[src/rtl/npu_pkg.sv]
// Shared definitions for the NPU memory-mapped port: addresses, control-word
// bits, the image feeder state enum and the bus command record.
package npu_pkg;

  localparam logic [15:0] NPU_ADDR_IMG  = 16'h1000;
  localparam logic [15:0] NPU_ADDR_CTRL = 16'h4000;

  typedef enum int {
    CTRL_TRIGGER_BIT  = 0,
    CTRL_NEXT_BIT     = 1,
    CTRL_PE_CLR_BIT   = 2,
    CTRL_IMG_CLR_BIT  = 3,
    CTRL_W_CLR_BIT    = 4,
    CTRL_PACK_CLR_BIT = 5
  } ctrl_bit_e;

  localparam logic [31:0] CTRL_REL  = 32'h0;
  localparam logic [31:0] CTRL_TRIG = 32'(1) << CTRL_TRIGGER_BIT;
  localparam logic [31:0] CTRL_CLR  = (32'(1) << CTRL_PE_CLR_BIT)
                                    | (32'(1) << CTRL_IMG_CLR_BIT)
                                    | (32'(1) << CTRL_PACK_CLR_BIT);

  typedef enum logic [3:0] {
    S_IDLE, S_CLR, S_CLR_REL, S_FILL, S_IMG, S_TRIG, S_REL, S_GAP, S_DONE
  } feeder_state_e;

  typedef struct packed {
    logic        ena;
    logic [15:0] addr;
    logic [31:0] dina;
  } npu_cmd_t;

endpackage

[src/rtl/npu_img_feeder_line_buf.sv]
// Column-indexed line buffers: entry 0 holds the oldest row. Reads at idx are
// combinational and see the contents before a same-cycle shift at idx.
module line_buf #(
  parameter int DEPTH = 2,
  parameter int WIDTH = 15,
  parameter int IDX_W = (WIDTH > 1) ? $clog2(WIDTH) : 1
) (
  input  logic                  clk,
  input  logic                  wr_en,
  input  logic [IDX_W-1:0]      idx,
  input  logic [7:0]            din,
  output logic [DEPTH-1:0][7:0] rd_data
);

  logic [7:0] mem_q [DEPTH][WIDTH];

  always_comb begin
    for (int i = 0; i < DEPTH; i++) rd_data[i] = mem_q[i][idx];
  end

  // NOTE: pixel storage has no reset; every entry is written by the first
  // rows of a frame before it is ever read, so a reset would only cost area.
  always_ff @(posedge clk) begin
    if (wr_en) begin
      for (int i = 0; i < DEPTH - 1; i++) mem_q[i][idx] <= mem_q[i+1][idx];
      mem_q[DEPTH-1][idx] <= din;
    end
  end

endmodule

[src/rtl/npu_img_feeder.sv]
// Streams raster pixels into the NPU image port: buffers K_H-1 rows, then
// writes one vertical column per pixel followed by a trigger/release pair.
module npu_img_feeder
  import npu_pkg::*;
#(
  parameter int K_H     = 3,
  parameter int IN_H    = 16,
  parameter int IN_W    = 15,
  parameter int GAP_CYC = 2
) (
  input  logic        clk,
  input  logic        rst_ni,
  input  logic        start,
  input  logic        s_valid,
  output logic        s_ready,
  input  logic [7:0]  s_data,
  output logic        m_ena,
  output logic        m_wea,
  output logic [15:0] m_addra,
  output logic [31:0] m_dina,
  output logic        busy,
  output logic        frame_done
);

  localparam int LB_ROWS = K_H - 1;
  localparam int ROW_W   = (IN_H > 1) ? $clog2(IN_H) : 1;
  localparam int COL_W   = (IN_W > 1) ? $clog2(IN_W) : 1;
  localparam int GAP_W   = (GAP_CYC > 1) ? $clog2(GAP_CYC) : 1;

  feeder_state_e          state_q, state_d;
  logic [ROW_W-1:0]       row_q, row_d;
  logic [COL_W-1:0]       col_q, col_d;
  logic [GAP_W-1:0]       gap_q, gap_d;
  logic                   last_q, last_d;
  logic [31:0]            triple_q, triple_d;
  npu_cmd_t               cmd_q, cmd_d;
  logic                   busy_q, busy_d;
  logic                   done_q, done_d;
  logic [LB_ROWS-1:0][7:0] lb_rd;
  logic                   at_row_end, at_last_row;

  assign s_ready     = (state_q == S_FILL);
  assign at_row_end  = (col_q == COL_W'(IN_W - 1));
  assign at_last_row = (row_q == ROW_W'(IN_H - 1));

  line_buf #(.DEPTH(LB_ROWS), .WIDTH(IN_W), .IDX_W(COL_W)) u_line_buf (
    .clk     (clk),
    .wr_en   (s_valid && s_ready),
    .idx     (col_q),
    .din     (s_data),
    .rd_data (lb_rd)
  );

  // NOTE: every variable gets its hold value first so no path through the
  // case statement can leave one unassigned and infer a latch.
  always_comb begin
    state_d  = state_q;
    row_d    = row_q;
    col_d    = col_q;
    gap_d    = gap_q;
    last_d   = last_q;
    triple_d = triple_q;
    unique case (state_q)
      S_IDLE: if (start) begin
        state_d = S_CLR;
        row_d   = '0;
        col_d   = '0;
      end
      S_CLR:     state_d = S_CLR_REL;
      S_CLR_REL: state_d = S_FILL;
      S_FILL: if (s_valid) begin
        last_d = at_row_end && at_last_row;
        if (!at_row_end) begin
          col_d = col_q + 1'b1;
        end else if (!at_last_row) begin
          col_d = '0;
          row_d = row_q + 1'b1;
        end
        if (row_q >= ROW_W'(LB_ROWS)) begin
          triple_d = '0;
          for (int i = 0; i < LB_ROWS; i++) triple_d[8*i +: 8] = lb_rd[i];
          triple_d[8*LB_ROWS +: 8] = s_data;
          state_d = S_IMG;
        end
      end
      S_IMG:  state_d = S_TRIG;
      S_TRIG: state_d = S_REL;
      S_REL: begin
        state_d = S_GAP;
        gap_d   = '0;
      end
      S_GAP: begin
        if (gap_q == GAP_W'(GAP_CYC - 1)) state_d = last_q ? S_DONE : S_FILL;
        else                              gap_d   = gap_q + 1'b1;
      end
      S_DONE:  state_d = S_IDLE;
      default: state_d = S_IDLE;
    endcase
  end

  // Bus command reflects the state the FSM was in during the previous cycle.
  always_comb begin
    cmd_d  = '0;
    busy_d = (state_q != S_IDLE);
    done_d = (state_q == S_DONE);
    unique case (state_q)
      S_CLR:            cmd_d = '{ena: 1'b1, addr: NPU_ADDR_CTRL, dina: CTRL_CLR};
      S_CLR_REL, S_REL: cmd_d = '{ena: 1'b1, addr: NPU_ADDR_CTRL, dina: CTRL_REL};
      S_IMG:            cmd_d = '{ena: 1'b1, addr: NPU_ADDR_IMG,  dina: triple_q};
      S_TRIG:           cmd_d = '{ena: 1'b1, addr: NPU_ADDR_CTRL, dina: CTRL_TRIG};
      default:          cmd_d = '0;
    endcase
  end

  // NOTE: all state updates use non-blocking assignment so every flop samples
  // the values from before the edge, independent of statement order.
  always_ff @(posedge clk or negedge rst_ni) begin
    if (!rst_ni) begin
      state_q  <= S_IDLE;
      row_q    <= '0;
      col_q    <= '0;
      gap_q    <= '0;
      last_q   <= 1'b0;
      triple_q <= '0;
      cmd_q    <= '0;
      busy_q   <= 1'b0;
      done_q   <= 1'b0;
    end else begin
      state_q  <= state_d;
      row_q    <= row_d;
      col_q    <= col_d;
      gap_q    <= gap_d;
      last_q   <= last_d;
      triple_q <= triple_d;
      cmd_q    <= cmd_d;
      busy_q   <= busy_d;
      done_q   <= done_d;
    end
  end

  assign m_ena      = cmd_q.ena;
  assign m_wea      = cmd_q.ena;
  assign m_addra    = cmd_q.addr;
  assign m_dina     = cmd_q.dina;
  assign busy       = busy_q;
  assign frame_done = done_q;

endmodule

[config.mk]
export PLATFORM = sky130hd
export DESIGN_NAME = npu_img_feeder
export DESIGN_NICKNAME = d
export VERILOG_FILES = /design/src/rtl/npu_pkg.sv /design/src/rtl/npu_img_feeder_line_buf.sv /design/src/rtl/npu_img_feeder.sv
export SDC_FILE = /design/constraint.sdc
export NUM_CORES = 1
export LEC_CHECK = 0
export CORE_ASPECT_RATIO = 0.9
export CORE_MARGIN = 2
export CORE_UTILIZATION = 35
export CTS_CLUSTER_DIAMETER = 100
export CTS_CLUSTER_SIZE = 14
export DETAILED_ROUTE_END_ITERATION = 8
export HOLD_SLACK_MARGIN = 0.06
export SLEW_MARGIN = 10
export SYNTH_ARGS = -nofsm -noshare
export SYNTH_HDL_FRONTEND = slang
export SYNTH_HIERARCHICAL = 1
export SYNTH_SLANG_ARGS = --single-unit
export TNS_END_PERCENT = 100
[constraint.sdc]
create_clock -name clk -period 8.62 [get_ports clk]
set_input_delay 1.293 -clock clk [delete_from_list [all_inputs] [get_ports clk]]
set_output_delay 1.293 -clock clk [all_outputs]
set_load 0.01 [all_outputs]
; Word-level counts from Yosys, hierarchy flattened
; Memory sizes are Yosys's and may differ from the RTL's.
; Cells that the tools add are included.
[op_classes]
mux = 28
n_addsub = 3
n_reduce_logical = 13
eq_ne = 17
bitwise_logic = 1
n_lt_le_gt_ge = 3
[ops]
columns = cell, n
row1 = case mux 49 bit (4 select lines), 1
row2 = two-way mux 120 bit, 1
row3 = binary-select mux 8 bit (select 4 bit), 2
row4 = two-way mux 4 bit, 12
row5 = two-way mux 8 bit, 5
row6 = demux 8 bit (select 4 bit), 1
row7 = case mux 4 bit (8 select lines), 1
row8 = == test 4 x 3 -> 1 bit (second input constant), 4
row9 = case mux 4 bit (2 select lines), 2
row10 = == test 4 bit (second input constant), 3
row11 = adder 4 x 1 -> 4 bit (second input constant), 2
row12 = == test 4 x 2 -> 1 bit (second input constant), 2
row13 = inequality test 2 bit (second input constant), 4
row14 = AND reduction 4 bit, 2
row15 = greater-or-equal comparator 5 bit (second input constant), 1
row16 = < comparator 5 x 1 -> 1 bit (second input constant), 1
row17 = NOT 4 -> 5 bit, 1
row18 = AND reduction 5 bit, 1
row19 = == test 4 x 1 -> 1 bit (second input constant), 1
row20 = greater-or-equal comparator 4 x 2 -> 1 bit (second input constant), 1
row21 = zero test 4 bit, 1
row22 = inequality test 2 x 1 -> 1 bit (second input constant), 2
row23 = nonzero test 2 bit, 2
row24 = nonzero test 4 bit, 1
row25 = other kinds (8), 11
[totals]
n_memories = 1
word_cells = 77
ff_bits = 89
mem_bits_rw = 240
inputBits = 12
output_inout_bits = 53
[mem_list]
columns = name, words, width, rd, rd_clocked_by_memory_dff, wr, line
row1 = u_line_buf.mem_q, 2, 120, 2, 0, 2, npu_img_feeder_line_buf.sv:15  ; logic [7:0] mem_q [DEPTH][WIDTH];

; Logic depth before layout (Yosys ltp)
; Gate-level depths: netlist of run 1.
[logic_depth]
word_depth = 6
ltp_mapped = 8
ltp_nobuf = 6

; Cells and area by module
; The synthesis of run 1 kept the hierarchy.
[by_module_without_submodules]
columns = module, seq_area_each_um2, area_per_inst_um2, cells_each, n_inst
row1 = line_buf, 7206.9, 9384.0, 489, 1
row2 = npu_img_feeder, 1676.6, 2897.8, 226, 1

; Least setup slack after synthesis of run 1
; No wires, ideal clock.
[synth_path]
kind = input port to flip-flop
startpoint = in s_valid
endpoint = mem u_line_buf/mem_q[0][104] (netlist bit), enable pin
setup_ns = 0.430
required_ns = 8.190
cell_stages = 4
path_slack_ns = 5.093
n_path_buf = 0
t_arrival_ns = 3.097
cell_sequence = nand2_2 -> clkinv_4 -> nand2_1 -> nor4_1
[synth_rtl]
columns = element, line
row1 = start: declaration, npu_img_feeder.sv:14  ; input logic s_valid,
row2 = end: declaration, npu_img_feeder_line_buf.sv:15

; Worst setup path in the final report of run 1
[layout_path]
startpoint = reg state_q[1]
endpoint = out s_ready
[layout_via]
elab_chain_cells = 1
[layout_rtl]
columns = element, line
row1 = start: declaration, npu_img_feeder.sv:30  ; feeder_state_e state_q, state_d;
row2 = start signal: assignment, npu_img_feeder.sv:129  ; state_q <= state_d;
row3 = == test 4 x 2 -> 1 bit, npu_img_feeder.sv:42  ; assign s_ready = (state_q == S_FILL);
row4 = end: declaration, npu_img_feeder.sv:15  ; output logic s_ready,
; Every way passes these cells.

==> results of run 1 <==
[cell usage after synthesis (all sizes together)]
library cell  count
a211oi            3
a21oi            21
a31o              1
a31oi            18
and2             37
and2b             1
and3              1
buf              47
clkbuf           15
clkinv            1
conb              1
dfrtp            67
edfxtp          240
ha                4
inv               8
mux2             41
mux2i            33
mux4             32
nand2             7
nand2b            7
nand3            11
nand3b            3
nand4             2
nand4bb           1
nor2             29
nor2b             3
nor3             31
nor4              2
o211ai            1
o21ai            21
o21bai            1
o221ai            2
o22ai            17
o41ai             2
or2               1
or3               1
or3b              1
xnor2             1
[logic make-up after synthesis]
| logic type | Yosys count | share of synthesized area, % |
|---|---|---|
| flops | 307 | 72.33 |
| simple gates | 138 | 6.031 |
| mux | 106 | 12.93 |
| compound gates | 87 | 4.309 |
| buf+inv | 71 | 3.892 |
| fa+ha+maj | 4 | 0.4075 |
| other cells | 1 | 0.03053 |
| xor+xnor | 1 | 0.07133 |
[cell usage in the layout (no fill, tap or decap), types with 3 or more instances in the layout]
cell / instances
dfrtp_1: 65
nor3_2: 7
inv_1: 7
nand3_1: 11
a31oi_1: 14
a31oi_2: 4
mux2i_1: 33
clkdlybuf4s50_1: 41
nand2_1: 6
nand2b_1: 7
mux2_2: 20
edfxtp_1: 240
conb_1: 22
a211oi_1: 3
nor2b_1: 3
and2_1: 37
o22ai_1: 17
nand3b_1: 3
ha_1: 4
clkbuf_16: 25
o21ai_0: 20
nor2_1: 29
clkbuf_1: 19
mux2_4: 20
a21oi_1: 21
mux4_2: 32
nor3_1: 24
buf_4: 27
[critical path, stage by stage (launching register included)]
cell	delay, ns
dfrtp_1	0.70
nand4bb_2	0.23
inv_2	0.16
clkdlybuf4s50_1	0.56
[power groups by stage]
stage | registers (mW) | logic (mW) | clock network (mW)
floorplan | 2.02 | 0.938 | 0
global placement | 2.14 | 1.30 | 0
detailed placement | 2.14 | 1.31 | 0
CTS | 2.11 | 1.32 | 1.08
global route | 2.13 | 1.43 | 1.13
finish | 2.11 | 1.31 | 1.05
[per-layer routing]
| layer | vias to the layer above | global-route usage [%] |
|---|---|---|
| met1 | 3276 | 21.12 |
| met3 | 35 | 2.279 |
| li1 | 2812 | - |
| met2 | 203 | 21.23 |
| met5 | - | 0 |
| met4 | 0 | 2.500 |
[per-stage QoR]
stage | std cells | utilization (%) | hold WS (ns) | cell area, sq um
floorplan | 736 | - | 0.4474 | 12360
global placement | 1211 | 37.91 | 0.4708 | 13200
detailed placement | 1211 | 37.91 | 0.4677 | 13200
CTS | 1256 | 39.97 | 0.4895 | 13910
global route | 1256 | 39.97 | 0.5044 | 13910
finish | 1256 | 39.97 | 0.4846 | 13910
[how the worst min path moves through the flow]
stage,from,end
floorplan,triple_q[7],m_dina[7]
global placement,triple_q[22],m_dina[22]
detailed placement,triple_q[20],m_dina[20]
CTS,triple_q[16],m_dina[16]
global route,triple_q[6],m_dina[6]
finish,triple_q[18],m_dina[18]
[registers in the layout, indices dropped and copies added, names as in the netlist]
signal,flops
busy,1
col_q,4
frame_done,1
gap_q,1
last_q,1
m_addra,2
m_dina,24
m_ena,1
row_q,4
state_q,4
triple_q,24
u_line_buf/mem_q,240
[area by class of cell]
cell class | instances | area (sq um)
clock inverter | 1 | 20.02
fill | 3213 | 20900
sequential | 307 | 8891
tap | 469 | 586.8
multi-input combinational | 358 | 3065
inverter | 9 | 38.79
timing repair buffer | 68 | 613.1
clock buffer | 44 | 696.9
==> metrics.yaml, run 1 <==
outcome:
  status: "completed"
synth:
  synth_top_cell_area_share_pct: 58.68
  ys_types: 51
  synth_warnings: 6
  synth_seq_area_share_pct: 72.33
  synth.area.top_cells: "edfxtp_1 (59%), dfrtp_1 (14%), mux4_2 (5.9%), mux2i_1 (2.7%), mux2_4 (2.4%)"
  syn_area_per_cell_sq_um: 17.18
  synth_area_sq_um: 12280
  syn_inst: 715
  synth_top_area_cell: "edfxtp_1"
  ys_ff_latch: 307
clock_network:
  cts_hold_buf: 0
  clkTransAtPathRegs_ns: 0.07
  cts_inserted_buffers: 25
  root_buffer: "clkbuf_16"
  postCtsSetupBuffers: 0
  cts_htree_levels: 1
  worstSkewPairLatency_ns: 0.55
  cts.sinks: 307
  cts_buffer_depth: 3
  cts.repair.resized: 0
  cts_tree: "built"
routing:
  topRoutingLayerUsed: "met4"
  wirelength_met1_microns: 12080
  drtIter0Drc: 496
  final_antenna_net_count: 0
  post_drt_wl_per_cell_microns: 20.28
  viasPerCell: 5.037
  via_count: 6326
  wl_met2_microns: 11400
  wl_met3_microns: 1601
  drcViolationCount: 0
  first_pass_iters: 5
  totalWireLength_microns: 25480
sta:
  finalWorstSetupSlack_ns: 5.158
  clock_skew_ns: 0.02590
  fin_crit_sh_pct: 40.17
  finalSetupTns_ns: 0
  max_clock_freq_mhz: 288.8
  max_slew_margin_pct: 40.30
  worst-slew-pin-transition_ns: 0.8926
  finalHoldViolations: 0
  rsz0062_at_grt: "no"
  drv_slew: 0
  finalSetupViolations: 0
  finalCriticalPeriod_ns: 3.462
finish:
  syn_to_final_growth_pct: 13.27
  diodes: 0
  drive_gt1_share_pct: 18.30
  nNetsFinal: 785
power_and_ir_drop:
  p_comb_share_pct: 29.3
  power.density_nw_per_um2: 321.1
  vdd_drop_max_mv: 0.1388
  power_leakage_nw: 4.723
  power.share.clock_pct: 23.5
  finalPower_mw: 4.467
  seqPwrFrac_pct: 47.2
  p_sw_mw: 1.435
  switching_share_pct: 32.13
  p_int_mw: 3.032
placed_design:
  port_buffers: 42
  place.gp.congestion: 0.7791
  hpwlAfterDp_microns: 14880
  dp_worst_setup_slack_ns: 4.972
critical_path:
  crit_fanout: 16
  end_kind: "output pin"
  worstSetupPathType: "reg -> out"
  cp_data_required_time_ns: 7.33
  setup.reg_to_reg.worst_slack_ns: 5.28
  rr_startpoint: "col_q[1]"
  start_kind: "flip-flop"
  cp.arrival_ns: 2.17
  rr_endpoint: "triple_q[11]"
  endpoint: "s_ready"
  rr_worst_depth: 5
  crit_start: "state_q[1]"
hold_path:
  holdCritPathClass: "reg -> reg"
  hold_depth: 1
floorplanning:
  floorplan.rows: 65
  die_h_microns: 181.7
  chipWidth_microns: 201.5
  start_util_pct: 35.28
  io_pins: 65
  dieArea_sq_um: 36610
  core_sq_um: 34810
global_route:
  grt_pass1_vias: 6204
  grt.total_usage_pct: 13.89
  antenna_found_initial: 0
  overflow: 0
  grt_pass1_wl_microns: 38940
  grt_max_degree: 68
job:
  cap_violations: 0
(Power assumes the default switching activity.)
==> run 2: changes to the inputs <==
Clock period 8.62 ns to 3.25 ns, I/O delays scaled along.
==> metrics.yaml, run 2 (synthesized netlist as in run 1, its figures left out) <==
critical_path:
  cp_slowest_cell: "dfrtp_1"  # unchanged
  rr_endpoint: "u_line_buf/mem_q[0][199]"  # was triple_q[11]
  start_kind: "flip-flop"  # unchanged
  cp.arrival_ns: 2.92  # was 2.17 ns
  endpoint: "u_line_buf/mem_q[0][199]"  # was s_ready
  cpPeakStageDelay_ns: 0.69  # was 0.70 ns
  rr_startpoint: "state_q[1]"  # was col_q[1]
  crit_fanout: 16  # unchanged
  cp_data_required_time_ns: 3.46  # was 7.33 ns
  worstSetupPathType: "reg -> reg"  # was reg -> out
  setup.reg_to_reg.worst_slack_ns: 0.55  # was 5.28 ns
  crit_start: "state_q[1]"  # unchanged
  path_cells: "nand4bb_2, inv_2, nand2_2, clkinv_4, nand3_1, nor3_2, buf_4"  # was nand4bb_2, inv_2, clkdlybuf4s50_1
  rr_worst_depth: 7  # was 5
  end_kind: "flip-flop"  # was output pin
clock_network:
  cts_hold_buf: 0  # unchanged
  postCtsSetupBuffers: 0  # unchanged
  clkTransAtPathRegs_ns: 0.07  # about the same
  root_buffer: "clkbuf_16"  # unchanged
  cts.repair.resized: 0  # unchanged
  cts_htree_levels: 1  # unchanged
  cts.sinks: 307  # unchanged
  worstSkewPairLatency_ns: 0.53  # was 0.55 ns
  cts_tree: "built"  # unchanged
  cts_buffer_depth: 3  # unchanged
  cts_inserted_buffers: 25  # unchanged
power_and_ir_drop:
  p_comb_share_pct: 31.6  # was 29.3%
  seqPwrFrac_pct: 45.5  # was 47.2%
  power_leakage_nw: 4.838  # was 4.723 nW
  p_sw_mw: 3.793  # was 1.435 mW
  power.density_nw_per_um2: 853.2  # was 321.1 nW/um^2
  vdd_drop_max_mv: 0.5227  # was 0.1388 mV
  switching_share_pct: 31.55  # was 32.13%
  finalPower_mw: 12.02  # was 4.467 mW
  p_int_mw: 8.232  # was 3.032 mW
  power.share.clock_pct: 22.9  # was 23.5%
floorplanning:
  core_sq_um: 34810  # unchanged
  dieArea_sq_um: 36610  # unchanged
  io_pins: 65  # unchanged
  start_util_pct: 35.28  # unchanged
  die_h_microns: 181.7  # unchanged
  chipWidth_microns: 201.5  # unchanged
  floorplan.rows: 65  # unchanged
sta:
  finalSetupViolations: 0  # unchanged
  clock_skew_ns: 0.01061  # was 0.02590 ns
  finalCriticalPeriod_ns: 2.704
  rsz0062_at_grt: "no"  # unchanged
  fin_crit_sh_pct: 83.21
  holdWs_ns: 0.1043  # was 0.4846 ns
  drv_slew: 0  # unchanged
  max_clock_freq_mhz: 369.8
  worst-slew-pin-transition_ns: 0.9462  # was 0.8926 ns
  max_slew_margin_pct: 36.92  # was 40.30%
  finalHoldViolations: 0  # unchanged
  finalSetupTns_ns: 0  # unchanged
routing:
  via_count: 6331  # was 6326
  final_antenna_net_count: 0  # unchanged
  viasPerCell: 4.954  # was 5.037
  first_pass_iters: 5  # unchanged
  post_drt_wl_per_cell_microns: 20.49  # was 20.28 microns
  drcViolationCount: 0  # unchanged
  totalWireLength_microns: 26190  # was 25480 microns
  drtIter0Drc: 538  # was 496
finish:
  final_cell_mix: "edfxtp_1 (240), dfrtp_1 (65), buf_4 (44), clkdlybuf4s50_1 (41), and2_1 (37)"  # was edfxtp_1 (240), dfrtp_1 (65), clkdlybuf4s50_1 (41), and2_1 (37), mux2i_1 (33)
  final_common_cell: "edfxtp_1"  # unchanged
  syn_to_final_growth_pct: 14.75  # was 13.27%
  drive_gt1_share_pct: 20.02  # was 18.30%
  final_core_util_pct: 40.49  # was 39.97%
  largest-register: "u_line_buf/mem_q"  # unchanged
  largest_reg_flops: 240  # unchanged
  nNetsFinal: 806  # was 785
  diodes: 0  # unchanged
global_route:
  grt.total_usage_pct: 14.34  # was 13.89%
  grt_max_degree: 68  # unchanged
  overflow: 0  # unchanged
  grt_pass1_wl_microns: 39790  # was 38940 microns
  grt_pass1_vias: 6199  # was 6204
  antenna_found_initial: 1  # was 0
outcome:
  status: "completed"  # unchanged
placed_design:
  port_buffers: 42  # unchanged
  hpwlAfterDp_microns: 16080  # was 14880 microns
  place.gp.congestion: 0.7889  # was 0.7791
hold_path:
  holdCritPathClass: "in -> async"  # was reg -> reg
job:
  cap_violations: 0  # unchanged
==> run 2: changes by cell type in the layout (fill, tap and decap cells not counted), sizes merged <==
| cell | delta |
|---|---|
| clkbuf | +1 |
| buf | +21 |
==> run 2: power groups by stage <==
stage | Combinational [mW] | Clock [mW] | Sequential [mW]
floorplan | 2.49 | 0 | 5.36
global placement | 3.78 | 0 | 5.55
detailed placement | 3.81 | 0 | 5.56
CTS | 3.82 | 2.84 | 5.48
global route | 4.13 | 2.98 | 5.54
finish | 3.80 | 2.75 | 5.48
==> run 2: cell type report <==
cell class                 instances  area (sq um)
fill                            3197         20710
clock buffer                      45         700.7
sequential                       307          8891
tap                              469         586.8
clock inverter                     1         8.758
timing repair buffer              89         820.8
inverter                           9         38.79
multi-input combinational        358          3047
==> run 2: stage by stage <==
step | cell area [sq um] | std cells | worst slack [ns]
after floorplan | 12360 | 736 | 0.2156
after global placement | 13380 | 1232 | 0.5381
after detailed placement | 13380 | 1232 | 0.5735
after CTS | 14090 | 1278 | 0.5832
after global routing | 14090 | 1278 | 0.3808
final | 14090 | 1278 | 0.5458
==> run 2: how the worst min path moves through the flow <==
stage	start	to	slack [ns]	cells past startpoint
after detailed placement	triple_q[9]	m_dina[9]	0.47	1
after CTS	rst_ni	row_q[1]	0.13	1
after global placement	triple_q[9]	m_dina[9]	0.46	1
final	rst_ni	state_q[2]	0.10	1
after floorplan	rst_ni	busy	0.19	0
after global routing	rst_ni	state_q[2]	0.17	1
==> run 2: layer usage <==
layer | vias up | GRT usage, % | routed length, microns
met5 | - | 0 | 14
met4 | 2 | 2.647 | 389
met3 | 36 | 2.297 | 1634
met2 | 203 | 21.53 | 11640
met1 | 3239 | 22.17 | 12520
li1 | 2851 | - | -
==> run 2: worst max-delay path: cells and delay by family, from the launching register on <==
| kind | cells | cell delay, ns |
|---|---|---|
| buffers and inverters | 3 | 0.63 |
| AND/OR/NAND/NOR | 4 | 1.04 |
| flip-flops | 1 | 0.69 |
==> run 3: changes to the inputs <==
Clock period 3.25 ns to 2.48 ns, I/O delays scaled along.
==> metrics.yaml, run 3 (synthesized netlist as in run 1, its figures left out) <==
outcome:
  status: "completed"  # unchanged
critical_path:
  cp_slowest_cell: "nor2b_1"  # was dfrtp_1
  path_cells: "nor2b_1, buf_4, a21oi_1, a31oi_1, buf_4, mux2_4"  # was nand4bb_2, inv_2, nand2_2, clkinv_4, nand3_1, nor3_2, buf_4
  cpPeakStageDelay_ns: 0.69  # about the same
  worstSetupPathType: "reg -> reg"  # unchanged
  path_common_cell: "buf_4"
  cp_data_required_time_ns: 2.94  # was 3.46 ns
  end_kind: "flip-flop"  # unchanged
  start_kind: "flip-flop"  # unchanged
  cp.arrival_ns: 2.74  # was 2.92 ns
  crit_fanout: 10  # was 16
global_route:
  antenna_found_initial: 0  # was 1
  grt.total_usage_pct: 14.30  # was 14.34%
  met1_usage_pct: 21.62  # was 22.17%
  busiest_layer: "met2"  # was met1
  overflow: 0  # unchanged
  grt_max_degree: 48  # was 68
  grt_use_met2_pct: 22.46  # was 21.53%
  grt_use_met3_pct: 1.884  # was 2.297%
  grt_pass1_wl_microns: 39870  # was 39790 microns
  grt_pass1_vias: 6358  # was 6199
routing:
  post_drt_wl_per_cell_microns: 20.19  # was 20.49 microns
  final_antenna_net_count: 0  # unchanged
  drcViolationCount: 0  # unchanged
  viasPerCell: 4.924  # was 4.954
  via_count: 6382  # was 6331
  first_pass_iters: 4  # was 5
  drtIter0Drc: 456  # was 538
  totalWireLength_microns: 26170  # was 26190 microns
finish:
  seq_area_sq_um: 8891  # unchanged
  final_cell_mix: "edfxtp_1 (240), dfrtp_1 (65), buf_4 (56), clkdlybuf4s50_1 (41), and2_1 (37)"  # was edfxtp_1 (240), dfrtp_1 (65), buf_4 (44), clkdlybuf4s50_1 (41), and2_1 (37)
  nNetsFinal: 824  # was 806
  final_common_cell: "edfxtp_1"  # unchanged
  final.fill_count: 3184  # was 3197
  syn_to_final_growth_pct: 16.48  # was 14.75%
  largest_reg_flops: 240  # unchanged
  largest-register: "u_line_buf/mem_q"  # unchanged
  multi_input_area_sq_um: 3059  # was 3047 sq um
  diodes: 0  # unchanged
  drive_gt1_share_pct: 22.01  # was 20.02%
  fin_cells: 1296  # was 1278
floorplanning:
  floorplan.rows: 65  # unchanged
  start_util_pct: 35.28  # unchanged
  dieArea_sq_um: 36610  # unchanged
  die_h_microns: 181.7  # unchanged
  core_sq_um: 34810  # unchanged
  chipWidth_microns: 201.5  # unchanged
  io_pins: 65  # unchanged
clock_network:
  clkTransAtPathRegs_ns: 0.07  # about the same
  cts.sinks: 307  # unchanged
  cts_htree_levels: 1  # unchanged
  root_buffer: "clkbuf_16"  # unchanged
  cts_hold_buf: 1  # was 0
  cts_buffer_depth: 3  # unchanged
  worstSkewPairLatency_ns: 0.53  # about the same
  postCtsSetupBuffers: 0  # unchanged
  cts_tree: "built"  # unchanged
  cts.repair.resized: 0  # unchanged
  cts_inserted_buffers: 25  # unchanged
placed_design:
  dp_cells: 1249  # was 1232
  place.gp.congestion: 0.7721  # was 0.7889
  hpwlAfterDp_microns: 16440  # was 16080 microns
  dp_worst_setup_slack_ns: 0.1657  # was 0.5735 ns
  port_buffers: 42  # unchanged
sta:
  max_clock_freq_mhz: 439.3  # was 369.8 MHz
  finalHoldViolations: 0  # unchanged
  finalWorstSetupSlack_ns: 0.2036  # was 0.5458 ns
  max_slew_margin_pct: 42.73  # was 36.92%
  drv_slew: 0  # unchanged
  finalCriticalPeriod_ns: 2.276  # was 2.704 ns
  finalSetupViolations: 0  # unchanged
  clock_skew_ns: 0.02206  # was 0.01061 ns
  fin_crit_sh_pct: 91.79  # was 83.21%
  holdWs_ns: 0.3929  # was 0.1043 ns
  worst-slew-pin-transition_ns: 0.8590  # was 0.9462 ns
  rsz0062_at_grt: "no"  # unchanged
power_and_ir_drop:
  power_leakage_nw: 4.949  # was 4.838 nW
  p_sw_mw: 4.833  # was 3.793 mW
  power.density_nw_per_um2: 1088  # was 853.2 nW/um^2
  power.share.clock_pct: 23.2  # was 22.9%
  p_comb_share_pct: 32.2  # was 31.6%
  switching_share_pct: 31.06  # was 31.55%
  seqPwrFrac_pct: 44.6  # was 45.5%
  p_int_mw: 10.73  # was 8.232 mW
  finalPower_mw: 15.56  # was 12.02 mW
  vdd_drop_max_mv: 0.6208  # was 0.5227 mV
job:
  cap_violations: 0  # unchanged
hold_path:
  holdCritPathClass: "in -> async"  # unchanged
-- run 3: layer usage --
| metal | vias up | share of wire (%) |
|---|---|---|
| met2 | 174 | 46 |
| met1 | 3293 | 46 |
| met5 | - | 0 |
| met4 | 0 | 1.3 |
| li1 | 2886 | - |
| met3 | 29 | 5.7 |
-- run 3: metrics by stage --
| step | cell area, sq um | setup TNS (ns) | utilization [%] |
|---|---|---|---|
| floorplan | 12370 | -10.85 | - |
| finish | 14310 | 0 | 41.10 |
| detailed placement | 13590 | 0 | 39.03 |
| global route | 14310 | 0 | 41.10 |
| global placement | 13590 | 0 | 39.03 |
| CTS | 14310 | 0 | 41.10 |
-- run 3: layout make-up --
class,count,area share (%)
inverters,9,0.2711
well taps,469,4.102
repair buffers,107,7.137
clock inverters,1,0.06122
flip-flops and latches,307,62.15
multi-input cells,358,21.38
clock buffers,45,4.898
-- run 3: worst max-delay path: cells and delay by family, from the launching register on --
kind / cells / cell delay, ns
AOI/OAI and AO/OA: 2 / 0.41
buffers and inverters: 2 / 0.55
DFF: 1 / 0.44
muxes: 1 / 0.13
and+or+nand+nor: 1 / 0.69
-- run 3: path summary, 6_finish.rpt --
| kind | cells after the start | to | from | slack [ns] |
|---|---|---|---|---|
| max | 6 | triple_q[15] | col_q[2] | 0.20 |
| min | 2 | row_q[3] | rst_ni | 0.39 |
| max reg2reg | 6 | triple_q[15] | col_q[2] | 0.20 |
| min reg2reg | 1 | m_dina[16] | triple_q[16] | 0.48 |
| max in group asynchronous | 3 | triple_q[10] | rst_ni | 1.43 |
| min in group clk | 1 | m_dina[16] | triple_q[16] | 0.48 |
-- run 3: power groups by stage --
stage | Combinational, mW | Sequential [mW] | Clock, mW
finish | 5.02 | 6.94 | 3.60
global route | 5.44 | 7.00 | 3.90
CTS | 5.07 | 6.94 | 3.70
detailed placement | 5.06 | 7.05 | 0
global placement | 5.01 | 7.03 | 0
floorplan | 3.27 | 7.02 | 0
